**config.mk**
```make
export PLATFORM = sky130hd
export DESIGN_NAME = xadc_drp_arbiter
export DESIGN_NICKNAME = d
export VERILOG_FILES = /design/src/rtl/xadc_pkg.sv /design/src/rtl/xadc_drp_arbiter.sv
export SDC_FILE = /design/constraint.sdc
export NUM_CORES = 1
export LEC_CHECK = 0
export BUFFER_PORTS_ARGS = -buffer_cell sky130_fd_sc_hd__buf_2
export CAP_MARGIN = 10
export CELL_PAD_IN_SITES_DETAIL_PLACEMENT = 1
export CELL_PAD_IN_SITES_GLOBAL_PLACEMENT = 1
export CORE_MARGIN = 5
export CORE_UTILIZATION = 42
export CTS_CLUSTER_SIZE = 8
export DETAILED_ROUTE_END_ITERATION = 10
export PLACE_DENSITY_LB_ADDON = 0.1
export REMOVE_ABC_BUFFERS = 1
export SLEW_MARGIN = 15
export SYNTH_ARGS = -nofsm -noshare
export SYNTH_HDL_FRONTEND = slang
export SYNTH_SLANG_ARGS = --single-unit
```
**constraint.sdc**
```tcl
create_clock -name clk -period 3.9 [get_ports clk]
set_clock_uncertainty 0.05 [all_clocks]
set_input_delay 0.39 -clock clk [delete_from_list [all_inputs] [get_ports clk]]
set_output_delay 0.39 -clock clk [all_outputs]
set_load 0.02 [all_outputs]
```
**src/rtl/xadc_pkg.sv**
```systemverilog
// Shared types and XADC DRP address constants for the DRP arbiter and its users.
package xadc_pkg;

  // Arbiter FSM: idle, waiting on a sample readout, waiting on a host access
  typedef enum logic [1:0] {
    IDLE      = 2'd0,
    SMP_WAIT  = 2'd1,
    HOST_WAIT = 2'd2
  } drp_state_t;

  // Status register addresses of commonly sampled channels
  localparam logic [4:0] CH_TEMP   = 5'd0;
  localparam logic [4:0] CH_VCCINT = 5'd1;
  localparam logic [4:0] CH_VAUX2  = 5'd18;
  localparam logic [4:0] CH_VAUX3  = 5'd19;
  localparam logic [4:0] CH_VAUX10 = 5'd26;
  localparam logic [4:0] CH_VAUX11 = 5'd27;

  // Configuration register addresses
  localparam logic [6:0] CFG0       = 7'h40;
  localparam logic [6:0] CFG1       = 7'h41;
  localparam logic [6:0] SEQ_CHSEL0 = 7'h48;
  localparam logic [6:0] SEQ_CHSEL1 = 7'h49;

endpackage

```
**src/rtl/xadc_drp_arbiter.sv**
```systemverilog
// Owns the XADC DRP port and shares it between EOC-triggered sample readout
// (fixed priority) and a host register read/write channel, with a drdy timeout.
module xadc_drp_arbiter
  import xadc_pkg::*;
#(
  parameter int TIMEOUT_CYCLES = 64,
  parameter int OVR_W          = 8
) (
  input  logic             clk,
  input  logic             reset,
  input  logic             eoc,
  input  logic [4:0]       channel,
  input  logic             host_req,
  input  logic             host_we,
  input  logic [6:0]       host_addr,
  input  logic [15:0]      host_wdata,
  output logic             host_ack,
  output logic             host_err,
  output logic [15:0]      host_rdata,
  output logic             den,
  output logic             dwe,
  output logic [6:0]       daddr,
  output logic [15:0]      di,
  input  logic             drdy,
  input  logic [15:0]      do_data,
  output logic             smp_valid,
  output logic [4:0]       smp_chan,
  output logic [15:0]      smp_data,
  output logic [OVR_W-1:0] ovr_cnt,
  output logic             busy
);

  localparam int               CNT_W    = $clog2(TIMEOUT_CYCLES);
  localparam logic [CNT_W-1:0] CNT_LAST = CNT_W'(TIMEOUT_CYCLES - 1);

  drp_state_t       state;
  drp_state_t       state_nx;
  logic             eoc_pend;
  logic [4:0]       chan_q;
  logic [CNT_W-1:0] tmo_cnt;
  logic             host_we_q;
  logic             grant_smp;
  logic             grant_host;
  logic             done_smp;
  logic             done_host;
  logic             tmo_host;

  function automatic logic [OVR_W-1:0] sat_inc(input logic [OVR_W-1:0] v);
    if (&v) return v;
    return v + OVR_W'(1);
  endfunction

  // Next-state decode: grants in IDLE, completion or timeout in the wait states.
  // An EOC arriving this very cycle outranks the host even though it is only
  // granted on the following cycle, so a simultaneous host request waits.
  always_comb begin
    state_nx   = state;
    grant_smp  = 1'b0;
    grant_host = 1'b0;
    done_smp   = 1'b0;
    done_host  = 1'b0;
    tmo_host   = 1'b0;
    case (state)
      IDLE: begin
        if (eoc_pend) begin
          grant_smp = 1'b1;
          state_nx  = SMP_WAIT;
        end else if (host_req && !eoc) begin
          grant_host = 1'b1;
          state_nx   = HOST_WAIT;
        end
      end
      SMP_WAIT: begin
        if (drdy) begin
          done_smp = 1'b1;
          state_nx = IDLE;
        end else if (tmo_cnt == CNT_LAST) begin
          state_nx = IDLE;
        end
      end
      HOST_WAIT: begin
        if (drdy) begin
          done_host = 1'b1;
          state_nx  = IDLE;
        end else if (tmo_cnt == CNT_LAST) begin
          tmo_host = 1'b1;
          state_nx = IDLE;
        end
      end
      default: state_nx = IDLE;
    endcase
  end

  // Control stage: FSM state, DRP/host/sample strobes and the timeout counter
  always_ff @(posedge clk or posedge reset) begin
    if (reset) begin
      state     <= IDLE;
      busy      <= 1'b0;
      den       <= 1'b0;
      dwe       <= 1'b0;
      smp_valid <= 1'b0;
      host_ack  <= 1'b0;
      host_err  <= 1'b0;
      host_we_q <= 1'b0;
      tmo_cnt   <= '0;
    end else begin
      state     <= state_nx;
      busy      <= (state_nx != IDLE);
      den       <= grant_smp | grant_host;
      dwe       <= grant_host & host_we;
      smp_valid <= done_smp;
      host_ack  <= done_host | tmo_host;
      host_err  <= tmo_host;
      if (grant_host) host_we_q <= host_we;
      if (grant_smp || grant_host) tmo_cnt <= '0;
      else if (state != IDLE)      tmo_cnt <= tmo_cnt + CNT_W'(1);
    end
  end

  // EOC latch: a new event always wins; overwriting an unconsumed one counts an overrun
  always_ff @(posedge clk or posedge reset) begin
    if (reset) begin
      eoc_pend <= 1'b0;
      ovr_cnt  <= '0;
    end else if (eoc) begin
      eoc_pend <= 1'b1;
      if (eoc_pend && !grant_smp) ovr_cnt <= sat_inc(ovr_cnt);
    end else if (grant_smp) begin
      eoc_pend <= 1'b0;
    end
  end

  // Channel of the most recent EOC; only meaningful while eoc_pend is set
  always_ff @(posedge clk) begin
    if (eoc) chan_q <= channel;
  end

  // Data stage: DRP address/write data, captured sample and host read data
  always_ff @(posedge clk or posedge reset) begin
    if (reset) begin
      daddr      <= '0;
      di         <= '0;
      host_rdata <= '0;
      smp_chan   <= '0;
      smp_data   <= '0;
    end else begin
      if (grant_smp) begin
        daddr <= {2'b00, chan_q};
      end else if (grant_host) begin
        daddr <= host_addr;
        di    <= host_wdata;
      end
      if (done_smp) begin
        smp_chan <= daddr[4:0];
        smp_data <= do_data;
      end
      if (done_host && !host_we_q) host_rdata <= do_data;
      else if (tmo_host)           host_rdata <= '0;
    end
  end

endmodule

```
==> summary.md <==
| Metric | Value |
|---|---|
| CTS tree | built |
| Crit path DAT | 2.62 ns |
| Synth unique cells | 39 |
| Syn Area/Cell | between 10 and 15 sq um |
| Chip width | ~110 um |
| Die area | ~11000 sq um |
| Status | complete, no violations |
| Multi-input gate area | between 1000 and 1500 sq um |
| Post-Syn Instances | between 300 and 400 |
| Initial core utilization | between 40% and 50% |
| Min-delay worst type | in2async |
| Post-route ant nets | 0 |
| Post-synthesis adder-cell area fraction | a little under 2% |
| Sequential fraction of the synthesis area | between 50% and 60% |
| Number of diodes | 0 |
| Worst-Margin Slew | about 1.0 ns |
| Final hold viol count | 0 |
| Post-Synth XOR/XNOR Area | 1.15% |
| Area after DPL | 4470 sq um |
| Startpoint class of the critical path | flip-flop |
| EDFF count, synth | 5 |
| Simple-gate share of the synthesized area | roughly a tenth |
| Fin nets | 490 |
| Flop pwr share | a little over two fifths |
| Proportion of synthesized area in mux cells | around an eighth |
| Peak supply drop | between 0.3 and 0.4 mV |
| Post-route cell area | ~4700 sq um |
| Layout fillers | ~970 |
| Share of the synthesized area in the top cell type | a little under three fifths |
| Top cells by count, synth | dfrtp_1, nand2_1, mux2_2 |
| Int Pwr | between 2000 and 2500 uW |
| Vias | between 2000 and 3000 |
| Yosys Warn Count | 0 |
| Final setup viols | 0 |
| TritonCTS Buffers | 9 |
| Seq. cell area | 2250 sq um |
| Worst skew pair latency | between 0.3 and 0.4 ns |
| F_max | 0.412 GHz |
| Clock transition at path regs | 0.09 ns |
| Post-DP HPWL | around 7 mm |
| Htree depth | 3 |
| Vias per cell | around 5.2 |
| Hold-fix buffers, CTS | 0 |
| Top cells by area, synth | dfrtp_1, mux2_2, nand2_1 |
| Synth Area in Compound Gates | 11.7% |
| 1st-iter DRT viols | 55 |
| CP Capture Type | flip-flop |
| Area growth syn-to-layout | 22.4% |
| FF-to-FF setup slack | 1.47 ns |
| Type of the worst setup path | reg2reg |
| Setup_tns | 0 ns |
| Core Area | between 8000 and 9000 sq um |
| Vias in the first global route | around 3000 |
| Hold_ws | 0.0376 ns |
| Root cell of the clock tree | clkbuf_8 |
| First-pass GRT wire length | approximately 15 mm |
| Worst Reg-to-Reg Cells | 5 |
| Sw frac | approximately two fifths |
| Top_reg_cell synth | dfrtp_1 |
| Ports | 124 |
| Initial antenna violation count | 0 |
| Power share of the combinational group | between 40% and 50% |
| Worst r2r src | state[1]$_DFF_PP0_ |
| Pin count of the biggest net entering global routing | 49 |
| Gr ovfl total | 0 |
| Synth Register Bits | about 90 |
| Die Ht | 105 um |
| Minimum clock period | between 2 and 2.5 ns |
| DRC errors left | 0 |
| Power Density | between 800 and 900 nW/um^2 |
| Layout cells sized above 1 | ~44% |
| Rows | 34 |
| Clk buf depth | 2 |
| RSZ-0062 raised after global routing | false |
| Psw | roughly 1600 uW |
| FF-to-FF End | di[13]$_DFFE_PP0P_ |
| 1st-pass router iterations | 4 |
| P_leak | 0.00222 uW |
| Fin. max-slew vios | 0 |
| Post-CTS Setup Repair Bufs | 0 |
| Yosys top cell by area | dfrtp_1 |
| Wire length per cell | approximately 17 um |
| Clock Power Share | about 16% |
| Post-CTS Resized | 0 |
| # Max-Cap Violations | 0 |
| Crit path max fanout | 27 |
| Routed Wire Length | roughly 9.4 mm |
| Most frequent cell after synthesis | dfrtp_1 |
| Worst endpoint required time | around 4.1 ns |
| Gr usage total | 17.0% |
| Largest family of logic cells by synthesized area | multiplexers |
| Post-synth ARST share | 94.4% |
| Final Wtd Congestion | 0.739 |
| Slew headroom | about a third |
| Final worst-path cycle share | a little over 60% |
| Buffers on Ports | ~120 |
| Clock sink count | 89 |
| Mapped Area | around 3800 sq um |
-- metrics by stage --
step                setup slack, ns  cells  power [uW]  utilization (%)
detailed placement             1.44    531        3280             51.0
CTS                            1.44    547        3890             53.1
floorplan                      1.29    299        2650                -
global route                   1.27    547        4100             53.1
finish                         1.47    547        3830             53.1
global placement               1.53    531        3200             51.0
-- worst max path at each step --
stage	depth (start not counted)	end	from	slack, ns
after floorplan	1	busy$_DFF_PP0_	reset	1.29
after global placement	5	di[1]$_DFFE_PP0P_	state[0]$_DFF_PP0_	1.53
after detailed placement	5	di[0]$_DFFE_PP0P_	state[1]$_DFF_PP0_	1.44
after CTS	5	di[13]$_DFFE_PP0P_	state[1]$_DFF_PP0_	1.44
after global routing	5	di[9]$_DFFE_PP0P_	state[1]$_DFF_PP0_	1.27
final	5	di[13]$_DFFE_PP0P_	state[1]$_DFF_PP0_	1.47
-- critical path, cell delays in order, from the launching register on --
cell	delay, ns
dfrtp_1	0.42
inv_1	0.13
ha_1	0.56
nand2b_2	0.17
nor2_4	0.57
mux2_2	0.41
-- area by class of cell --
cell class / count / share of cell area [%]
Clock buffer: 11 / 3.25
Clock inverter: 5 / 0.779
Inverter: 9 / 0.752
Multi-Input combinational cell: 201 / 30.6
Sequential cell: 89 / 48.4
Tap cell: 108 / 2.90
Timing Repair Buffer: 124 / 13.4
-- sequential cells by signal (all words and copies together) (netlist names) --
signal and flops:
host_ack 1, tmo_cnt 6, host_err 1, host_we_q 1
chan_q 5, daddr 7, smp_chan 5, smp_data 16
eoc_pend 1, di 16, host_rdata 16, smp_valid 1
den 1, ovr_cnt 8, state 2, busy 1
dwe 1
-- power by group through the flow --
| stage | clock network [uW] | logic [uW] | registers [uW] |
|---|---|---|---|
| after global routing | 671 | 1770 | 1660 |
| after detailed placement | 0 | 1660 | 1620 |
| after floorplan | 0 | 646 | 2000 |
| final | 603 | 1630 | 1600 |
| after CTS | 629 | 1660 | 1600 |
| after global placement | 0 | 1600 | 1590 |
-- layout by cell type (no fill, tap or decap), drive strengths merged, types with 4 or more instances in the layout --
master	instances
edfxtp	5
mux2	40
clkbuf	11
a22o	17
nor2	8
inv	10
o21ai	26
dfrtp	84
a21oi	5
nand2	56
and3	4
o31ai	4
ha	6
nand3	9
buf	124
a32oi	5
-- layer usage --
layer / part of all wire, % / wire length, um / vias up / GRT usage [%]
met5: 0 / 0 / - / 0
met4: 1.0 / 96 / 0 / 5.11
met3: 9.4 / 878 / 8 / 6.23
met2: 46 / 4270 / 92 / 26.3
met1: 44 / 4110 / 1379 / 22.5
li1: - / - / 1340 / -
-- cell families (layout without fill, tap and decap cells) --
family | count (synthesis) | in the layout
fa+ha+maj | 6 | 6
flops | 89 | 89
mux | 41 | 41
compound gates | 64 | 64
buf+inv | 24 | 149
xor+xnor | 5 | 5
simple gates | 85 | 85
Power figures use the tool's default switching activity.
